<file path="src/rtl/melody_sequencer_pkg.sv">
// Shared definitions for the melody sequencer: tone codes, the tone
// half-period table, the sequencer FSM state type and the ROM end marker.
package melody_pkg;

    localparam logic [7:0] END_MARK  = 8'h00;

    localparam logic [3:0] TONE_REST = 4'd0;
    localparam logic [3:0] TONE_C4   = 4'd1;
    localparam logic [3:0] TONE_C5   = 4'd8;
    localparam logic [3:0] TONE_C6   = 4'd15;

    typedef enum logic [2:0] {
        ST_IDLE,
        ST_FETCH,
        ST_WAIT,
        ST_NOTE,
        ST_GAP,
        ST_DONE
    } state_t;

    // Half-period in 10 us ticks, round(50_000 / f). Code 0 (rest) maps to 0.
    function automatic logic [15:0] TONE_HP(input logic [3:0] code);
        logic [15:0] hp;
        case (code)
            4'd1:    hp = 16'd191;
            4'd2:    hp = 16'd170;
            4'd3:    hp = 16'd152;
            4'd4:    hp = 16'd143;
            4'd5:    hp = 16'd128;
            4'd6:    hp = 16'd114;
            4'd7:    hp = 16'd101;
            4'd8:    hp = 16'd96;
            4'd9:    hp = 16'd85;
            4'd10:   hp = 16'd76;
            4'd11:   hp = 16'd72;
            4'd12:   hp = 16'd64;
            4'd13:   hp = 16'd57;
            4'd14:   hp = 16'd51;
            4'd15:   hp = 16'd48;
            default: hp = 16'd0;
        endcase
        return hp;
    endfunction

endpackage

</file>
<file path="src/rtl/melody_sequencer_if.sv">
// Bus between the melody sequencer and its surroundings (key scanner,
// song control, external note ROM, speaker_play).
//   master: drives key_code, song_start, song_stop, rom_data
//   slave : the sequencer; drives rom_addr, speaker_data, play,
//           song_busy, song_done
interface melody_sequencer_if #(
    parameter int unsigned ROM_AW = 6
);
    logic [3:0]        key_code;
    logic              song_start;
    logic              song_stop;
    logic [ROM_AW-1:0] rom_addr;
    logic [7:0]        rom_data;
    logic [15:0]       speaker_data;
    logic              play;
    logic              song_busy;
    logic              song_done;

    modport master (
        output key_code, song_start, song_stop, rom_data,
        input  rom_addr, speaker_data, play, song_busy, song_done
    );

    modport slave (
        input  key_code, song_start, song_stop, rom_data,
        output rom_addr, speaker_data, play, song_busy, song_done
    );
endinterface

</file>
<file path="src/rtl/melody_sequencer_note_timer.sv">
// note_timer: loadable (units x unit length) down-counter.
//   i_clk, i_rst   clock, synchronous active-high reset
//   i_clear        abandon any running count
//   i_load         start a count of i_units * i_unit_cyc cycles (i_units >= 1)
//   o_expired      high during the last cycle of the loaded count
module note_timer #(
    parameter int unsigned CW = 24
) (
    input  logic          i_clk,
    input  logic          i_rst,
    input  logic          i_clear,
    input  logic          i_load,
    input  logic [3:0]    i_units,
    input  logic [CW-1:0] i_unit_cyc,
    output logic          o_expired
);
    logic          r_active;
    logic [CW-1:0] r_cyc;
    logic [CW-1:0] r_len;
    logic [3:0]    r_units;

    always_ff @(posedge i_clk) begin
        if (i_rst || i_clear) begin
            r_active <= 1'b0;
            r_cyc    <= '0;
            r_len    <= '0;
            r_units  <= '0;
        end else if (i_load) begin
            r_active <= 1'b1;
            r_len    <= i_unit_cyc - 1'b1;
            r_cyc    <= i_unit_cyc - 1'b1;
            r_units  <= i_units - 4'd1;
        end else if (r_active) begin
            if (r_cyc == '0) begin
                if (r_units == '0) begin
                    r_active <= 1'b0;
                end else begin
                    r_units <= r_units - 4'd1;
                    r_cyc   <= r_len;
                end
            end else begin
                r_cyc <= r_cyc - 1'b1;
            end
        end
    end

    assign o_expired = r_active && (r_cyc == '0) && (r_units == '0);
endmodule

</file>
<file path="src/rtl/melody_sequencer.sv">
// melody_sequencer: produces speaker_data/play for speaker_play, either
// from live keys (IDLE) or by walking a (tone, duration) song in an
// external synchronous note ROM.
//   sys_clk, sys_rst  clock, synchronous active-high reset
//   bus (slave)       key_code, song_start, song_stop, rom_data in;
//                     rom_addr, speaker_data, play, song_busy, song_done out
module melody_sequencer
    import melody_pkg::*;
#(
    parameter int unsigned CLK_HZ   = 100_000_000,
    parameter int unsigned UNIT_CYC = 12_500_000,
    parameter int unsigned GAP_CYC  = 1_000_000,
    parameter int unsigned ROM_AW   = 6
) (
    input  logic               sys_clk,
    input  logic               sys_rst,
    melody_sequencer_if.slave  bus
);
    localparam int unsigned MAXC = (UNIT_CYC > GAP_CYC) ? UNIT_CYC : GAP_CYC;
    localparam int unsigned CW   = $clog2(MAXC + 1);
    localparam logic [CW-1:0] UNIT_LEN = CW'(UNIT_CYC);
    localparam logic [CW-1:0] GAP_LEN  = CW'(GAP_CYC);

    if (UNIT_CYC == 0 || UNIT_CYC > CLK_HZ) begin : g_bad_unit
        $error("melody_sequencer: UNIT_CYC must be in 1..CLK_HZ");
    end

    state_t            r_state, w_state_nxt;
    logic [ROM_AW-1:0] r_addr,  w_addr_nxt;
    logic [15:0]       r_data,  w_data_nxt;
    logic              r_play,  w_play_nxt;
    logic              r_busy,  w_busy_nxt;
    logic              r_done,  w_done_nxt;

    logic              w_ld, w_clr, w_expired;
    logic [3:0]        w_ld_units;
    logic [CW-1:0]     w_ld_len;
    logic [3:0]        w_tone, w_dur;
    logic              w_in_song;

    assign w_tone    = bus.rom_data[7:4];
    assign w_dur     = (bus.rom_data[3:0] == 4'd0) ? 4'd1 : bus.rom_data[3:0];
    assign w_in_song = (r_state == ST_FETCH) || (r_state == ST_WAIT) ||
                       (r_state == ST_NOTE)  || (r_state == ST_GAP);

    note_timer #(.CW(CW)) u_timer (
        .i_clk      (sys_clk),
        .i_rst      (sys_rst),
        .i_clear    (w_clr),
        .i_load     (w_ld),
        .i_units    (w_ld_units),
        .i_unit_cyc (w_ld_len),
        .o_expired  (w_expired)
    );

    always_ff @(posedge sys_clk) begin
        if (sys_rst) begin
            r_state <= ST_IDLE;
            r_addr  <= '0;
            r_data  <= '0;
            r_play  <= 1'b0;
            r_busy  <= 1'b0;
            r_done  <= 1'b0;
        end else begin
            r_state <= w_state_nxt;
            r_addr  <= w_addr_nxt;
            r_data  <= w_data_nxt;
            r_play  <= w_play_nxt;
            r_busy  <= w_busy_nxt;
            r_done  <= w_done_nxt;
        end
    end

    // Outputs are computed for the next state and registered together, so
    // play and speaker_data always change on the same edge.
    always_comb begin
        w_state_nxt = r_state;
        w_addr_nxt  = r_addr;
        w_data_nxt  = r_data;
        w_play_nxt  = 1'b0;
        w_done_nxt  = 1'b0;
        w_ld        = 1'b0;
        w_clr       = 1'b0;
        w_ld_units  = 4'd1;
        w_ld_len    = UNIT_LEN;

        case (r_state)
            ST_IDLE: begin
                if (bus.song_start && !bus.song_stop) begin
                    w_state_nxt = ST_FETCH;
                    w_addr_nxt  = '0;
                end else if (bus.key_code != TONE_REST) begin
                    w_data_nxt = TONE_HP(bus.key_code);
                    w_play_nxt = 1'b1;
                end
            end
            ST_FETCH: w_state_nxt = ST_WAIT;
            ST_WAIT: begin
                if (bus.rom_data == END_MARK) begin
                    w_state_nxt = ST_DONE;
                    w_done_nxt  = 1'b1;
                    w_addr_nxt  = '0;
                end else begin
                    w_state_nxt = ST_NOTE;
                    w_data_nxt  = TONE_HP(w_tone);
                    w_play_nxt  = (w_tone != TONE_REST);
                    w_ld        = 1'b1;
                    w_ld_units  = w_dur;
                    w_ld_len    = UNIT_LEN;
                end
            end
            ST_NOTE: begin
                w_play_nxt = r_play;
                if (w_expired) begin
                    w_play_nxt = 1'b0;
                    if (GAP_CYC != 0) begin
                        w_state_nxt = ST_GAP;
                        w_ld        = 1'b1;
                        w_ld_units  = 4'd1;
                        w_ld_len    = GAP_LEN;
                    end else begin
                        w_state_nxt = ST_FETCH;
                        w_addr_nxt  = r_addr + 1'b1;
                    end
                end
            end
            ST_GAP: begin
                if (w_expired) begin
                    w_state_nxt = ST_FETCH;
                    w_addr_nxt  = r_addr + 1'b1;
                end
            end
            ST_DONE: begin
                w_state_nxt = ST_IDLE;
                if (bus.song_start && !bus.song_stop) begin
                    w_state_nxt = ST_FETCH;
                end
            end
            default: w_state_nxt = ST_IDLE;
        endcase

        // Stop/restart override whatever the song states decided; stop wins.
        if (w_in_song && bus.song_stop) begin
            w_state_nxt = ST_IDLE;
            w_addr_nxt  = '0;
            w_play_nxt  = 1'b0;
            w_done_nxt  = 1'b0;
            w_ld        = 1'b0;
            w_clr       = 1'b1;
        end else if (w_in_song && bus.song_start) begin
            w_state_nxt = ST_FETCH;
            w_addr_nxt  = '0;
            w_play_nxt  = 1'b0;
            w_done_nxt  = 1'b0;
            w_ld        = 1'b0;
            w_clr       = 1'b1;
        end
    end

    assign w_busy_nxt = (w_state_nxt == ST_FETCH) || (w_state_nxt == ST_WAIT) ||
                        (w_state_nxt == ST_NOTE)  || (w_state_nxt == ST_GAP);

    assign bus.rom_addr     = r_addr;
    assign bus.speaker_data = r_data;
    assign bus.play         = r_play;
    assign bus.song_busy    = r_busy;
    assign bus.song_done    = r_done;
endmodule
</file>
<file path="src/flat_wrapper.sv">
// flat-port wrapper written by rule: the top's interface ports become plain ports
module melody_sequencer_flat import melody_pkg::*;
#(
    parameter int unsigned CLK_HZ   = 100_000_000,
    parameter int unsigned UNIT_CYC = 12_500_000,
    parameter int unsigned GAP_CYC  = 1_000_000,
    parameter int unsigned ROM_AW   = 6
)
  (sys_clk, sys_rst, bus_key_code, bus_song_start, bus_song_stop, bus_rom_data, bus_rom_addr, bus_speaker_data, bus_play, bus_song_busy, bus_song_done);
  melody_sequencer_if #(.ROM_AW(ROM_AW)) bus_i ();
  input  logic sys_clk;
  input  logic sys_rst;
  input wire logic [$bits(bus_i.key_code)-1:0] bus_key_code;
  input wire logic [$bits(bus_i.song_start)-1:0] bus_song_start;
  input wire logic [$bits(bus_i.song_stop)-1:0] bus_song_stop;
  input wire logic [$bits(bus_i.rom_data)-1:0] bus_rom_data;
  output wire logic [$bits(bus_i.rom_addr)-1:0] bus_rom_addr;
  output wire logic [$bits(bus_i.speaker_data)-1:0] bus_speaker_data;
  output wire logic [$bits(bus_i.play)-1:0] bus_play;
  output wire logic [$bits(bus_i.song_busy)-1:0] bus_song_busy;
  output wire logic [$bits(bus_i.song_done)-1:0] bus_song_done;
  assign bus_i.key_code = bus_key_code;
  assign bus_i.song_start = bus_song_start;
  assign bus_i.song_stop = bus_song_stop;
  assign bus_i.rom_data = bus_rom_data;
  assign bus_rom_addr = bus_i.rom_addr;
  assign bus_speaker_data = bus_i.speaker_data;
  assign bus_play = bus_i.play;
  assign bus_song_busy = bus_i.song_busy;
  assign bus_song_done = bus_i.song_done;
  melody_sequencer #(.CLK_HZ(CLK_HZ), .UNIT_CYC(UNIT_CYC), .GAP_CYC(GAP_CYC), .ROM_AW(ROM_AW)) u_core (.sys_clk(sys_clk), .sys_rst(sys_rst), .bus(bus_i));
endmodule
</file>
<file path="config.mk">
export PLATFORM = sky130hd
export DESIGN_NAME = melody_sequencer_flat
export DESIGN_NICKNAME = d
export VERILOG_FILES = /design/src/rtl/melody_sequencer_pkg.sv /design/src/rtl/melody_sequencer_if.sv /design/src/rtl/melody_sequencer_note_timer.sv /design/src/rtl/melody_sequencer.sv /design/src/flat_wrapper.sv
export SDC_FILE = /design/constraint.sdc
export NUM_CORES = 1
export LEC_CHECK = 0
export CORE_MARGIN = 4
export CORE_UTILIZATION = 51
export DETAILED_ROUTE_END_ITERATION = 8
export PLACE_DENSITY = 0.79
export SETUP_SLACK_MARGIN = 0.05
export SYNTH_ARGS = -nofsm -noshare
export SYNTH_HDL_FRONTEND = slang
export SYNTH_SLANG_ARGS = --single-unit
</file>
<file path="constraint.sdc">
create_clock -name sys_clk -period 4.5 [get_ports sys_clk]
set_clock_uncertainty 0.2 [all_clocks]
set_input_delay 0.45 -clock sys_clk [delete_from_list [all_inputs] [get_ports sys_clk]]
set_output_delay 0.45 -clock sys_clk [all_outputs]
set_load 0.02 [all_outputs]
</file>
==> run summary, run 1 <==
The number of distinct standard cells referenced by the synthesized netlist is 62, and the number of buffers inserted by hold repair at cts is 0. Across the run, the number of max-cap violations was 0. Path category of the worst min-delay check: register to register. The overall overflow remaining after global route was 0. Global routing used 24.2% of the available tracks across all layers.

The cell row count was 30. The final antenna-violating net count was 0. After synthesis, flip-flops and latches occupy 29.8% of the total area.

The area growth from synthesis to layout is 11.0%. The detailed placer's ending HPWL came out at 7690 um. Entering global routing, the biggest net connects 29 pins. For the quantity of gates resized following cts, the log shows 0. The run gives 0 as the total of endpoints with negative setup slack in the final report.

Summed over all layers, the routed wires come to 10500 um. The clock latency of the later-clocked register in the worst-skew pair was 320 ps; the share of the clock period used by the worst path after layout was 80.2%. In the layout the commonest cells are dfxtp_1, nor2_1, a21oi_1, nand2_1, clkdlybuf4s50_1. Clock tree synthesis inserted a total of 5 buffers.

The tools report the count of antenna diodes in the layout as 0. In this run the power spent charging and discharging nets is 0.286 mW. The via count is 3831, and the minimum clock period is 3610 ps. After floorplanning, the core was sized to cover 6910 um2. The number of antenna violations at the first check in global routing is 0.

The mean cell area of the mapped netlist works out to 7.42 um2. The worst flop-to-flop path endpoint was u_core.u_timer.r_units[2]$_SDFFE_PP0P_. The width of the chip came out at 93.1 um.

The run gives 2 as the maximum buffer depth of the clock tree. Routability-driven placement finished with a final weighted congestion of 0.982. Summed over all cells, the static leakage comes to 1.53 nW. The count of yosys warnings during synthesis is 0. Number of cells on the worst reg-to-reg path: 10. The tools report the net total in the final layout as 534.

Critical path's slowest cell: or4_1. The total negative slack for setup checks was 0 ps. The total area of multi-input combinational cells was 2350 um2; the H-tree depth reported by CTS was 2. The area of the mapped netlist is 3700 um2, and the placement-stage worst setup slack is 719 ps. Traced cell by cell, the critical path runs through or4_1 > nor4_4 > nand4_4 > and2_4 > or4_4 > o21ai_0 > ha_1 > nand4_1 > xor2_1 > a211oi_1.

The die covers 8680 um2. The filler cells instantiated in the layout total 670. In this run the vertical extent of the chip is 93.1 um. The share of total power consumed by net switching works out to 29.3%.

The worst hold path passes through 2 cells. The port buffer count was 32. The worst path meets setup with 889 ps of slack. The average routed wire per standard cell was 17.3 um; the largest driver fanout on the critical path was 10. The worst setup path is launched from a register. The number of flops mapped to enable cells by yosys was 0.

Dividing total power by cell area gives a power density of 238 nW/um2. Power consumption: 0.978 mW. The proportion of register bits with asynchronous set or reset after synthesis works out to 0%. I/O pin count: 41. The maximum VDD drop was 0.138 mV; the delay of the slowest cell on the worst path was 690 ps. Internal power comes to 0.692 mW. The register area came out at 1100 um2. For the initial standard-cell utilization of the core, the log shows 53.5%. For hold timing, the worst endpoint is u_core.u_timer.r_len[21]$_SDFFE_PP0P_. The worst-margin pin slew was 953 ps; the detailed-router iteration count before antenna repair was 5. The library cell used most frequently in the layout, excluding fill and tap cells, is dfxtp_1. Counting flops and latches in the post-synthesis netlist gives 55. For the number of max-slew violations in the final report, the log shows 0. Setup repair after global routing left no endpoint under its margin. The critical path in this run is classified as register to register. The number of global-route vias before repair came out at 3545. The critical hold path startpoint is u_core.u_timer.r_len[21]$_SDFFE_PP0P_. The number of DRC markers after the initial detailed-route iteration came out at 445. The tools report the clock sink total as 55.

In this run the tightest slew margin relative to its limit is 34.8%. STA classifies the critical path endpoint as a register. The post-synthesis cell count is 498, and the part of the power in combinational logic is 18.0%. The logs give 0 for the final-report hold violation count and 51.7% for the part of the power in registers. TritonCTS built the clock tree. Setup slack on the worst reg-to-reg path comes out at 890 ps. The run gives 0 as the buffer count from post-CTS setup fixing.

The most used flip-flop cell after synthesis is dfxtp_1. The flow ran to the end, and the final reports show no timing, DRC or antenna violations. Timing would allow up to 277 MHz. The detail-routed via count per cell is 6.33. In this run the critical register-to-register path is launched from u_core.u_timer.r_cyc[17]$_SDFFE_PP0P_. The clock root buffer was clkbuf_8. The fraction of layout instances using a drive strength above 1 was 5.89%; the critical path arrival was 3640 ps. The share of total power dissipated in the clock network is 30.3%. For this run, design rule violations remaining after detail routing come to 0. The global-route wire length before repair is 17100 um. Data on the critical path is required at its endpoint by 4530 ps.

The clock slew at the register clock pins of the worst setup and hold paths was 100 ps.
cell families after synthesis:
| kind of cell | share of synthesized area [%] |
|---|---|
| flip-flops | 29.8 |
| multiplexers | 1.66 |
| XOR/XNOR | 2.37 |
| adder cells (fa/ha/maj) | 3.38 |
| other | 0.101 |
| buffers and inverters | 7.34 |
| AND/OR/NAND/NOR | 29.0 |
| AO/OA/AOI/OAI | 26.3 |
how the worst max path moves through the flow:
stage / start / endpoint / cells after the start
global placement: bus_song_start / u_core.u_timer.r_units[2]$_SDFFE_PP0P_ / 11
global route: u_core.u_timer.r_cyc[0]$_SDFFE_PP0P_ / u_core.u_timer.r_units[2]$_SDFFE_PP0P_ / 12
CTS: u_core.u_timer.r_cyc[17]$_SDFFE_PP0P_ / u_core.u_timer.r_units[2]$_SDFFE_PP0P_ / 10
detailed placement: bus_rom_data[5] / u_core.u_timer.r_units[2]$_SDFFE_PP0P_ / 13
finish: u_core.u_timer.r_cyc[17]$_SDFFE_PP0P_ / u_core.u_timer.r_units[2]$_SDFFE_PP0P_ / 10
floorplan: u_core.u_timer.r_units[0]$_SDFFE_PP0P_ / u_core.u_timer.r_units[2]$_SDFFE_PP0P_ / 12
power groups by stage:
stage | logic (mW) | clock network [mW] | registers (mW)
6_report | 0.176 | 0.296 | 0.506
5_1_grt | 0.192 | 0.315 | 0.507
4_1_cts | 0.174 | 0.298 | 0.506
3_5_place_dp | 0.173 | 0 | 0.516
3_3_place_gp | 0.170 | 0 | 0.516
2_1_floorplan | 0.108 | 0 | 0.526
routing by layer:
layer	routed length, um	track usage, %	share of wire (%)	vias to the layer above
met3	687	3.30	6.6	35
met4	284	9.89	2.7	0
li1	-	-	-	1851
met1	4570	31.4	44	1766
met2	4920	40.5	47	179
met5	0	0	0	-
cell usage after synthesis, types with 11 or more instances:
cell	number	area, um2
nor3_1	21	105
nor4_1	13	81.3
dfxtp_1	55	1100
a211oi_1	13	97.6
o21ai_0	31	155
inv_1	20	75.1
nand4_1	11	68.8
nand3_1	17	85.1
clkbuf_1	28	105
nand2_1	37	139
a21oi_1	51	255
nor2_1	54	203
sequential cells by signal, summed over array words and instances (netlist names), 3 cells and up:
register / flops
u_core.bus.speaker_data: 8
u_core.u_timer.r_cyc: 24
u_core.r_state: 3
u_core.bus.rom_addr: 6
u_core.u_timer.r_units: 4
u_core.u_timer.r_len: 6
stage by stage:
| stage | utilization (%) | std cells | hold WS, ps | cell area [um2] |
|---|---|---|---|---|
| floorplan | - | 505 | 226 | 3720 |
| global route | 59.4 | 605 | 300 | 4100 |
| global placement | 58.0 | 597 | 243 | 4010 |
| detailed placement | 58.0 | 597 | 254 | 4010 |
| CTS | 59.4 | 605 | 269 | 4100 |
| finish | 59.4 | 605 | 275 | 4100 |
worst max-delay path, delay by kind of cell (launching register included):
kind / cells / cell delay [ps]
simple gates: 6 / 2180
xor+xnor: 1 / 200
flops: 1 / 390
fa+ha+maj: 1 / 220
compound gates: 2 / 330
layout make-up:
| class | count | share of cell area [%] |
|---|---|---|
| Timing Repair Buffer | 37 | 8.72 |
| Clock inverter | 2 | 0.396 |
| Clock buffer | 6 | 2.01 |
| Sequential cell | 55 | 26.8 |
| Tap cell | 96 | 2.93 |
| Inverter | 20 | 1.83 |
| Multi-Input combinational cell | 389 | 57.3 |
No activity file was read; power rests on OpenSTA's default activity.
==> inputs of run 2 (changes only) <==
==> constraint.sdc (replaced) <==
create_clock -name sys_clk -period 3.5 [get_ports sys_clk]
set_clock_uncertainty 0.2 [all_clocks]
set_input_delay 0.35 -clock sys_clk [delete_from_list [all_inputs] [get_ports sys_clk]]
set_output_delay 0.35 -clock sys_clk [all_outputs]
set_load 0.02 [all_outputs]
==> run summary, run 2 (synthesized netlist as in run 1, its figures left out) <==
The flow ran to the end, and the final reports show no timing, DRC or antenna violations. Total routing usage reported by global routing: 24.6% (+0.38 points). The run gives 109 ps (-610 ps) as the placement-stage worst setup slack. The tools report the number of antenna violations at the first check in global routing as 0 (unchanged).

The run gives 0.222 mV (+61%) as the maximum VDD drop. The minimum clock period is 3240 ps (-374 ps). The total wirelength of the detailed-routed design is 10600 um (+1.4%). The tools report the capture endpoint of the worst hold path as u_core.u_timer.r_len[17]$_SDFFE_PP0P_.

The run gives 0 (unchanged) as the final antenna-violating net count. The average routed wire per standard cell came out at 17.1 um (-1.4%). The global-route wire length before repair was 17500 um (+2.2%); the fraction of layout instances using a drive strength above 1 was 8.94% (+3.0 points). The data required time of the worst path was 3530 ps (-1000 ps). The logs give 3684 (+3.9%) for the number of global-route vias before repair and 3270 ps (-370 ps) for the critical path arrival.

The count of antenna diodes in the layout was 0 (unchanged); the number of cells on the worst reg-to-reg path was 10 (unchanged). Setup repair after global routing left no endpoint under its margin. Leaving out fill and tap cells, the most frequent cells in the layout are dfxtp_1, nor2_1, a21oi_1, nand2_1, clkdlybuf4s50_1.

The register name with the most flops was u_core.u_timer.r_cyc. The minimum setup slack in the final design is 263 ps (-626 ps). The net total in the final layout was 551 (+3.2%); the number of flip-flops in the largest register was 24 (unchanged). CTS placed an instance of clkbuf_8 at the clock tree root.

The tools report the startpoint class of the critical path as a register. The worst-case register-to-register setup slack came out at 260 ps (-630 ps). The detailed-route DRC error count was 0 (unchanged); the final-report hold violation count was 0 (unchanged). The run gives 1.62 nW (+6.1%) as the static leakage. The full die area came out at 8680 um2 (unchanged).

The critical path class was register to register. Layout overhead on the synthesized area: 15.0%. The remaining max-slew budget at the tightest pin came out at 41.5% (+6.6 points).

The tools report the total of endpoints with negative setup slack in the final report as 0 (unchanged). For the number of buffers inserted during clock tree synthesis, the log shows 5 (unchanged). The tools report the initial standard-cell utilization of the core as 53.5% (unchanged). Met2 track utilization from global routing: 43.3% (+2.8 points).

The number of max-slew violations in the final report is 0 (unchanged). The detail-routed via count per cell came out at 6.34 (+0.16%). Worst flop-to-flop path endpoint: u_core.u_timer.r_units[2]$_SDFFE_PP0P_. The power per standard cell area came out at 313 nW/um2 (+31%). The share of the clock period used by the worst path after layout works out to 92.5% (+12 points). The buffer count from post-CTS setup fixing was 0 (unchanged).

The maximum number of pins on one net before global-route repair is 29 (unchanged). The overall overflow remaining after global route came out at 0 (unchanged). Leaving out fill and tap cells, the most frequent cell in the layout is dfxtp_1.

The number of buffers inserted by hold repair at cts was 0 (unchanged); the worst-case hold slack was 288 ps (+12.9 ps). The detailed placer's ending HPWL was 7890 um (+2.7%); the number of cells on the worst hold path was 2 (unchanged). After global routing, the most crowded layer is met2. The worst hold path begins at u_core.u_timer.r_len[17]$_SDFFE_PP0P_. For the cell row count, the log shows 30 (unchanged).

The met3 usage in global routing is 4.42% (+1.1 points). The run gives 0.963 (-1.9%) as the placer's final routability congestion estimate. TritonCTS built the clock tree.

The number of DRC markers after the initial detailed-route iteration is 328 (-26%). The vertical die dimension works out to 93.1 um (unchanged). The total negative slack for setup checks is 0 ps (unchanged), and the clock sink total is 55 (unchanged).

The port buffer count came out at 32 (unchanged). The tools report the detailed-router iteration count before antenna repair as 6 (+1). The clock slew at the register clock pins of the worst setup and hold paths is 100 ps (about the same), and the width of the chip is 93.1 um (unchanged). STA classifies the critical path endpoint as a register. The core footprint is 6910 um2 (unchanged).

For the I/O pin count, the log shows 41 (unchanged). The H-tree depth reported by CTS is 2 (unchanged). The quantity of gates resized following cts is 0 (unchanged), and the number of max-capacitance violations reported is 0 (unchanged).

The startpoint identified for the worst register-to-register timing path is u_core.u_timer.r_units[0]$_SDFFE_PP0P_. The largest driver fanout on the critical path is 6 (-4). The logs give 3945 (+3.0%) for the via count and 320 ps (about the same) for the clock latency of the later-clocked register in the worst-skew pair. The maximum buffer depth of the clock tree is 2 (unchanged), and the highest clock frequency the design can meet is 309 MHz (+12%). The tools report the routing usage on met1 as 29.4% (-2.0 points). Worst-margin pin slew: 874 ps (-78.5 ps). The tightest min-delay check is of the register to register type.
## run 2: cell count changes in the layout (fill, tap and decap cells not counted), sizes merged
| cell | delta |
|---|---|
| buf | +17 |
| bufinv | +1 |
| clkinvlp | -1 |
## run 2: how the worst max path moves through the flow
stage / startpoint / slack (ps) / to / depth (start not counted)
detailed placement: bus_song_stop / 110 / u_core.u_timer.r_units[1]$_SDFFE_PP0P_ / 10
finish: u_core.u_timer.r_units[0]$_SDFFE_PP0P_ / 260 / u_core.u_timer.r_units[2]$_SDFFE_PP0P_ / 10
floorplan: u_core.u_timer.r_units[0]$_SDFFE_PP0P_ / 240 / u_core.u_timer.r_units[2]$_SDFFE_PP0P_ / 12
global placement: bus_song_stop / 180 / u_core.u_timer.r_units[2]$_SDFFE_PP0P_ / 11
global route: u_core.u_timer.r_cyc[0]$_SDFFE_PP0P_ / 90 / u_core.u_timer.r_units[2]$_SDFFE_PP0P_ / 13
CTS: u_core.u_timer.r_cyc[17]$_SDFFE_PP0P_ / 180 / u_core.u_timer.r_units[2]$_SDFFE_PP0P_ / 10
## run 2: layout make-up
class | instances | area [um2]
Clock inverter | 2 | 35.0
Timing Repair Buffer | 54 | 485
Clock buffer | 6 | 82.6
Inverter | 20 | 75.1
Tap cell | 96 | 120
Sequential cell | 55 | 1100
Multi-Input combinational cell | 389 | 2350
Fill cell | 663 | 2660
## run 2: per-layer routing
layer,vias to the layer above,wire length [um]
li1,1886,-
met1,1812,4380
met2,213,5140
met3,34,816
met4,0,271
met5,-,0
## run 2: through the flow
| step | util [%] | cells | area (um2) | power (mW) |
|---|---|---|---|---|
| 2_1_floorplan | - | 505 | 3720 | 0.815 |
| 3_3_place_gp | 59.8 | 614 | 4130 | 0.889 |
| 3_5_place_dp | 59.8 | 614 | 4130 | 0.894 |
| 4_1_cts | 61.5 | 622 | 4250 | 1.33 |
| 5_1_grt | 61.5 | 622 | 4250 | 1.38 |
| 6_report | 61.5 | 622 | 4250 | 1.33 |
## run 2: power breakdown
| group | total, mW | leakage, nW | internal [mW] | switching (mW) |
|---|---|---|---|---|
| sequential | 0.650 | 0.446 | 0.639 | 0.0101 |
| clock | 0.448 | 0.0612 | 0.232 | 0.216 |
| combinational | 0.233 | 1.11 | 0.0932 | 0.140 |
## run 2: critical path, cell delays in order (launching register included)
cell       delay [ps]
dfxtp_1           370
or4_1             630
a2111oi_4         420
nand4_4           130
and2_4            180
or4_4             420
o21ai_0           100
ha_1              220
nand4_1           110
xor2_1            160
a211oi_1          210
